### config.mk
export PLATFORM = sky130hd
export DESIGN_NAME = mmio_responder_flat
export DESIGN_NICKNAME = d
export VERILOG_FILES = /design/src/rtl/mmio_responder_pkg.sv /design/src/rtl/mmio_responder_if.sv /design/src/rtl/mmio_responder_switch_debouncer.sv /design/src/rtl/mmio_responder.sv /design/src/flat_wrapper.sv
export SDC_FILE = /design/constraint.sdc
export NUM_CORES = 1
export LEC_CHECK = 0
export ABC_AREA = 1
export CAP_MARGIN = 25
export CORE_UTILIZATION = 31
export DETAILED_ROUTE_END_ITERATION = 6
export GPL_TIMING_DRIVEN = 0
export PLACE_DENSITY = 0.89
export SETUP_SLACK_MARGIN = 0.1
export SLEW_MARGIN = 20
export SYNTH_ARGS = -nofsm -noshare
export SYNTH_HDL_FRONTEND = slang
export SYNTH_SLANG_ARGS = --single-unit
### constraint.sdc
create_clock -name clock -period 1.9 [get_ports clock]
set_input_delay 0.475 -clock clock [delete_from_list [all_inputs] [get_ports clock]]
set_output_delay 0.475 -clock clock [all_outputs]
set_load 0.02 [all_outputs]
### src/rtl/mmio_responder_pkg.sv
// Shared constants and types for the MMIO responder: register offsets,
// register bit positions and the switch debounce state encoding.
package mmio_pkg;

    localparam logic [2:0] MMIO_LED_OFS  = 3'd0;
    localparam logic [2:0] MMIO_SW_OFS   = 3'd1;
    localparam logic [2:0] MMIO_CNT_OFS  = 3'd2;
    localparam logic [2:0] MMIO_CMP_OFS  = 3'd3;
    localparam logic [2:0] MMIO_STAT_OFS = 3'd4;

    localparam int SW_LEVEL_BIT   = 0;
    localparam int SW_RISE_BIT    = 1;
    localparam int STAT_MATCH_BIT = 0;

    typedef enum logic [1:0] {
        DB_LOW  = 2'd0,
        DB_RISE = 2'd1,
        DB_HIGH = 2'd2,
        DB_FALL = 2'd3
    } db_state_t;

endpackage

### src/rtl/mmio_responder_if.sv
// Data-memory bus as seen by the MMIO window: the core is the master,
// the responder is the slave.
interface mmio_responder_if;

    logic [31:0] bus_addr;
    logic [31:0] bus_wdata;
    logic        bus_we;
    logic        bus_re;
    logic [31:0] bus_rdata;
    logic        bus_hit;

    modport master (
        output bus_addr, bus_wdata, bus_we, bus_re,
        input  bus_rdata, bus_hit
    );

    modport slave (
        input  bus_addr, bus_wdata, bus_we, bus_re,
        output bus_rdata, bus_hit
    );

endinterface

### src/rtl/mmio_responder_switch_debouncer.sv
// Two-flop synchroniser followed by a counting debounce FSM; outputs the
// debounced level and a one-cycle pulse on each debounced rising edge.
module switch_debouncer
    import mmio_pkg::*;
#(
    parameter int DEBOUNCE_CYCLES = 16
) (
    input  logic clock,
    input  logic reset,
    input  logic switch_in,
    output logic level,
    output logic rise
);

    localparam int CNT_W = $clog2(DEBOUNCE_CYCLES + 1);
    localparam logic [CNT_W:0] CNT_LIMIT = (CNT_W + 1)'(DEBOUNCE_CYCLES);

    db_state_t        state_q, state_d;
    logic [CNT_W-1:0] cnt_q, cnt_d;
    logic             sync1_q, sync1_d;
    logic             sync2_q, sync2_d;
    logic [CNT_W:0]   cnt_inc;

    always_ff @(posedge clock or posedge reset) begin
        if (reset) begin
            state_q <= DB_LOW;
            cnt_q   <= '0;
            sync1_q <= 1'b0;
            sync2_q <= 1'b0;
        end else begin
            state_q <= state_d;
            cnt_q   <= cnt_d;
            sync1_q <= sync1_d;
            sync2_q <= sync2_d;
        end
    end

    // The transition fires on the clock where the count would reach the limit,
    // giving DEBOUNCE_CYCLES+2 clocks from pin edge to level change.
    always_comb begin
        sync1_d = switch_in;
        sync2_d = sync1_q;
        state_d = state_q;
        cnt_d   = cnt_q;
        rise    = 1'b0;
        cnt_inc = {1'b0, cnt_q} + (CNT_W + 1)'(1);
        case (state_q)
            DB_LOW: begin
                if (sync2_q) begin
                    state_d = DB_RISE;
                    cnt_d   = CNT_W'(1);
                end
            end
            DB_RISE: begin
                if (!sync2_q) begin
                    state_d = DB_LOW;
                end else if (cnt_inc >= CNT_LIMIT) begin
                    state_d = DB_HIGH;
                    rise    = 1'b1;
                end else begin
                    cnt_d = cnt_inc[CNT_W-1:0];
                end
            end
            DB_HIGH: begin
                if (!sync2_q) begin
                    state_d = DB_FALL;
                    cnt_d   = CNT_W'(1);
                end
            end
            DB_FALL: begin
                if (sync2_q) begin
                    state_d = DB_HIGH;
                end else if (cnt_inc >= CNT_LIMIT) begin
                    state_d = DB_LOW;
                end else begin
                    cnt_d = cnt_inc[CNT_W-1:0];
                end
            end
            default: state_d = DB_LOW;
        endcase
    end

    assign level = (state_q == DB_HIGH) || (state_q == DB_FALL);

endmodule

### src/rtl/mmio_responder.sv
// MMIO target for the core's data-memory bus: LED register, debounced switch
// and, when MMIO_TIMER_EN is defined, a free-running timer with compare match.
module mmio_responder
    import mmio_pkg::*;
#(
    parameter logic [31:0] BASE_ADDR       = 32'h0000_FF00,
    parameter int          DEBOUNCE_CYCLES = 16,
    parameter int          LED_W           = 4,
    parameter int          TIMER_W         = 32
) (
    input  logic             clock,
    input  logic             reset,
    mmio_responder_if.slave  bus,
    input  logic             switch_in,
    output logic [LED_W-1:0] led_out,
    output logic             timer_irq
);

    logic             hit;
    logic [2:0]       ofs;
    logic             wr_en;
    logic [LED_W-1:0] led_q, led_d;
    logic             sw_rise_q, sw_rise_d;
    logic             db_level;
    logic             db_rise;
    logic [31:0]      rdata;
    logic             unused_bits;

    assign hit   = (bus.bus_addr[31:5] == BASE_ADDR[31:5]);
    assign ofs   = bus.bus_addr[4:2];
    assign wr_en = bus.bus_we & hit;

    switch_debouncer #(
        .DEBOUNCE_CYCLES(DEBOUNCE_CYCLES)
    ) u_debouncer (
        .clock     (clock),
        .reset     (reset),
        .switch_in (switch_in),
        .level     (db_level),
        .rise      (db_rise)
    );

    always_ff @(posedge clock or posedge reset) begin
        if (reset) begin
            led_q     <= '0;
            sw_rise_q <= 1'b0;
        end else begin
            led_q     <= led_d;
            sw_rise_q <= sw_rise_d;
        end
    end

    always_comb begin
        led_d     = led_q;
        sw_rise_d = sw_rise_q;
        if (wr_en && ofs == MMIO_LED_OFS) led_d = bus.bus_wdata[LED_W-1:0];
        if (wr_en && ofs == MMIO_SW_OFS && bus.bus_wdata[SW_RISE_BIT]) sw_rise_d = 1'b0;
        if (db_rise) sw_rise_d = 1'b1;
    end

`ifdef MMIO_TIMER_EN
    logic [TIMER_W-1:0] count_q, count_d;
    logic [TIMER_W-1:0] compare_q, compare_d;
    logic               match_q, match_d;

    always_ff @(posedge clock or posedge reset) begin
        if (reset) begin
            count_q   <= '0;
            compare_q <= '1;
            match_q   <= 1'b0;
        end else begin
            count_q   <= count_d;
            compare_q <= compare_d;
            match_q   <= match_d;
        end
    end

    // Match compares the pre-increment count; a set beats a same-cycle W1C.
    always_comb begin
        count_d   = count_q + TIMER_W'(1);
        compare_d = compare_q;
        match_d   = match_q;
        if (wr_en && ofs == MMIO_CNT_OFS) count_d = bus.bus_wdata[TIMER_W-1:0];
        if (wr_en && ofs == MMIO_CMP_OFS) compare_d = bus.bus_wdata[TIMER_W-1:0];
        if (wr_en && ofs == MMIO_STAT_OFS && bus.bus_wdata[STAT_MATCH_BIT]) match_d = 1'b0;
        if (count_q == compare_q) match_d = 1'b1;
    end

    assign timer_irq = match_q;
`else
    assign timer_irq = 1'b0;
`endif

    always_comb begin
        rdata = '0;
        if (hit && bus.bus_re) begin
            case (ofs)
                MMIO_LED_OFS: rdata = 32'(led_q);
                MMIO_SW_OFS:  rdata = {30'd0, sw_rise_q, db_level};
`ifdef MMIO_TIMER_EN
                MMIO_CNT_OFS:  rdata = 32'(count_q);
                MMIO_CMP_OFS:  rdata = 32'(compare_q);
                MMIO_STAT_OFS: rdata = {31'd0, match_q};
`endif
                default: rdata = '0;
            endcase
        end
    end

    assign bus.bus_rdata = rdata;
    assign bus.bus_hit   = hit;
    assign led_out       = led_q;
    assign unused_bits   = ^{bus.bus_addr[1:0], bus.bus_wdata};

endmodule

### src/flat_wrapper.sv
// flat-port wrapper written by rule: the top's interface ports become plain ports
module mmio_responder_flat import mmio_pkg::*;
#(
    parameter logic [31:0] BASE_ADDR       = 32'h0000_FF00,
    parameter int          DEBOUNCE_CYCLES = 16,
    parameter int          LED_W           = 4,
    parameter int          TIMER_W         = 32
)
  (clock, reset, switch_in, led_out, timer_irq, bus_bus_addr, bus_bus_wdata, bus_bus_we, bus_bus_re, bus_bus_rdata, bus_bus_hit);
  mmio_responder_if bus_i ();
  input  logic clock;
  input  logic reset;
  input  logic switch_in;
  output logic [LED_W-1:0] led_out;
  output logic timer_irq;
  input wire logic [$bits(bus_i.bus_addr)-1:0] bus_bus_addr;
  input wire logic [$bits(bus_i.bus_wdata)-1:0] bus_bus_wdata;
  input wire logic [$bits(bus_i.bus_we)-1:0] bus_bus_we;
  input wire logic [$bits(bus_i.bus_re)-1:0] bus_bus_re;
  output wire logic [$bits(bus_i.bus_rdata)-1:0] bus_bus_rdata;
  output wire logic [$bits(bus_i.bus_hit)-1:0] bus_bus_hit;
  assign bus_i.bus_addr = bus_bus_addr;
  assign bus_i.bus_wdata = bus_bus_wdata;
  assign bus_i.bus_we = bus_bus_we;
  assign bus_i.bus_re = bus_bus_re;
  assign bus_bus_rdata = bus_i.bus_rdata;
  assign bus_bus_hit = bus_i.bus_hit;
  mmio_responder #(.BASE_ADDR(BASE_ADDR), .DEBOUNCE_CYCLES(DEBOUNCE_CYCLES), .LED_W(LED_W), .TIMER_W(TIMER_W)) u_core (.clock(clock), .reset(reset), .bus(bus_i), .switch_in(switch_in), .led_out(led_out), .timer_irq(timer_irq));
endmodule
==> impl_metrics.yaml <==
run_status:
  outcome: "finished, violations left"
  violations: "setup timing"
synthesis:
  netlist_instances: 139
  synth_top_area_share_pct: 33.1
  synth_seq_cells: 14
  async_flop_share_pct: 100
  synthTopCellsByArea: "dfrtp_1 (33%), buf_4 (21%), nand2_1 (12%)"
  netlist_area_mm2: 0.00106
  synthDistinctLibCells: 23
  synth_top_cell_by_area: "dfrtp_1"
  synth_common_cells: "nand2_1 (34), buf_4 (29), nor2_1 (16)"
  ys.flop_type: "dfrtp_1"
  yosys_warnings: 0
  synth.most_common_cell: "nand2_1"
  seq_area_frac_synth_pct: 33.1
  synth.avg_cell_area_um2: 7.61
  synth_edf_count: 0
global_route:
  first_global_vias: 888
  grtUsageMet1_pct: 17.6
  busiest_layer: "met2"
  grtUsageMet3_pct: 1.92
  grt_pass1_wl_mm: 4.00
  use_met2_pct: 27.8
  grt_max_degree: 15
  antenna_found_initial: 0
  track_usage_pct: 15.1
  grt.overflow.total: 0
clocking:
  cts_tree: "built"
  cts_root_buf: "clkbuf_4"
  clock_path_buffers: 2
  htreeDepth: 1
  clkTransAtPathRegs_ns: 0.09
  postCtsHoldBufs: 0
  cts.sinks: 14
  clkLatencyLatePin_ns: 0.28
  cts_made_buffers: 3
worst_setup_path:
  arrival_ns: 1.43
  regToRegEndpoint: "u_core.u_debouncer.cnt_q[4]$_DFFE_PP0P_"
  end_kind: "primary output"
  rr_startpoint: "u_core.u_debouncer.cnt_q[0]$_DFFE_PP0P_"
  crit_type: "input pin to primary output"
  startpoint_type: "input pin"
  worstPathRequired_ns: 1.42
  reg2regPathDepth: 8
  cp_max_fo: 4
  r2r_setup_slack_ns: 0.54
sta:
  hold_violations: 0
  finalCriticalPeriod_ns: 1.91
  max_freq_mhz: 524
  worst_pin_slew_ns: 0.527
  rsz0062_at_grt: "yes"
  slew-limit-headroom_pct: 64.8
  fin_crit_sh_pct: 100
  setup_viol: 1
  finClkSkew_ns: 0.00218
  setup_slack_ns: -0.00815
  slew_violations: 0
  fin_hold_ws_ns: 0.359
min_path:
  hold_class: "register to register"
  hold_path_depth: 0
  min_from: "u_core.u_debouncer.sync1_q$_DFF_PP0_"
  hold_path_end: "u_core.u_debouncer.sync2_q$_DFF_PP0_"
routing:
  vias: 1071
  first_pass_iters: 4
  wl_per_cell_um: 10.5
  viasPerCell: 4.03
  drtAntennaViolNets: 0
  drc_errors: 0
  wl_mm: 2.78
  dr.first_iter.drc_count: 20
power_and_ir_drop:
  total_power_uw: 805
  p_leak_uw: 0.00102
  p_per_area_mw_per_mm2: 456
  max-vdd-ir-drop_uv: 384
placement:
  gp_congestion: 0.766
  portBuffers: 47
  dpl_cell_area_mm2: 0.00169
  hpwl_mm: 2.05
cells_and_area:
  area_growth_syn_to_layout_pct: 67.1
  layout.nets: 293
  postLayoutCoreUtil_pct: 56.0
  drive_above_1_share_pct: 43.2
  antenna_cells: 0
  final_area_mm2: 0.00177
floorplanning:
  fp-row-count: 20
  core_mm2: 0.00315
  die_x_um: 60.4
  die-height_um: 60.4
  ios: 107
  start_util_pct: 33.5
  dieArea_mm2: 0.00365
flow_run:
  cap_violations: 0
==> power breakdown <==
part	leakage, µW	total [µW]	switching (µW)	internal [µW]
Sequential	0.000179	337	19.5	317
Combinational	0.000817	252	126	127
Clock	0.0000210	216	99.8	117
Total	0.00102	805	245	561
==> routing by layer <==
layer  wire length [µm]  part of all wire (%)
met4                 43                   1.5
met2               1500                    54
met1               1040                    37
met5                  0                     0
met3                197                   7.1
==> cells in the final DEF (no fill, tap or decap) <==
| cell | n |
|---|---|
| inv_1 | 8 |
| inv_2 | 3 |
| buf_4 | 35 |
| a21oi_2 | 2 |
| ha_1 | 1 |
| buf_6 | 15 |
| nand2_4 | 2 |
| nor3_4 | 1 |
| nand3_4 | 1 |
| buf_2 | 13 |
| clkdlybuf4s15_1 | 1 |
| nand2_2 | 5 |
| and3_1 | 1 |
| dlygate4sd2_1 | 3 |
| nor2_1 | 7 |
| xor2_1 | 2 |
| clkinv_4 | 1 |
| nand3_2 | 1 |
| clkbuf_8 | 1 |
| dfrtp_1 | 14 |
| nand4_1 | 4 |
| nand3_1 | 7 |
| nand2_1 | 31 |
| o21ai_1 | 5 |
| conb_1 | 29 |
| nor2_2 | 6 |
| nor2_4 | 5 |
| nor2_8 | 1 |
| clkdlybuf4s50_1 | 9 |
| dlymetal6s2s_1 | 3 |
| clkbuf_4 | 3 |
| clkbuf_2 | 1 |
| nand3b_1 | 1 |
==> flip-flops by register name, indices dropped and copies added (netlist names), named ones only <==
signal                      count
u_core.led_out                  4
u_core.u_debouncer.sync2_q      1
u_core.sw_rise_q                1
u_core.u_debouncer.cnt_q        5
u_core.u_debouncer.sync1_q      1
u_core.u_debouncer.state_q      1
==> final cells by class <==
cell class,instances,area [µm²]
inverters,12,50.0
repair buffers,51,448
fillers,293,1390
clock buffers,4,36.3
flip-flops and latches,14,350
well taps,44,55.1
multi-input cells,112,609
plain buffers,29,218
==> critical path: stages <==
cell	delay, ns
buf_6	0.09
nor2_2	0.12
nand2_2	0.09
nor2_4	0.13
nand2_4	0.07
nor2_8	0.12
nand2_4	0.07
nor2_2	0.12
buf_4	0.15
==> worst max path at each step <==
stage,from,endpoint,slack (ns),depth (start not counted)
finish,bus_bus_addr[26],bus_bus_rdata[2],-0.008,9
global route,bus_bus_addr[26],bus_bus_rdata[2],-0.05,9
CTS,bus_bus_addr[15],bus_bus_rdata[1],0.006,10
detailed placement,bus_bus_addr[15],bus_bus_rdata[1],-0.88,10
global placement,bus_bus_addr[15],bus_bus_rdata[1],-0.85,10
floorplan,bus_bus_addr[28],bus_bus_rdata[2],0.02,7
==> metrics by stage <==
step                worst slack (ns)  TNS (ns)  std cells
finish                      -0.00815  -0.00815        266
global route                 -0.0525    -0.138        266
floorplan                     0.0229         0        167
CTS                          0.00576         0        265
global placement              -0.849     -4.05        258
detailed placement            -0.883     -4.14        258
==> kinds of logic (layout without fill, tap and decap cells) <==
kind of cell	Yosys count	in the layout	synth area share, %
AO/OA/AOI/OAI	7	7	4.02
AND/OR/NAND/NOR	73	73	34.8
other	1	29	0.355
adder cells (fa/ha/maj)	1	1	1.18
flip-flops	14	14	33.1
XOR/XNOR	2	2	1.66
buffers and inverters	41	96	24.9
==> timing repair <==
| item | 4_1_cts | 5_1_grt |
|---|---|---|
| gates resized for setup | 122 | 27 |
| pin swaps | 27 | 9 |
| setup endpoints to repair | 5 | 8 |
| setup buffers | 3 | 1 |
Power figures use the tool's default switching activity.
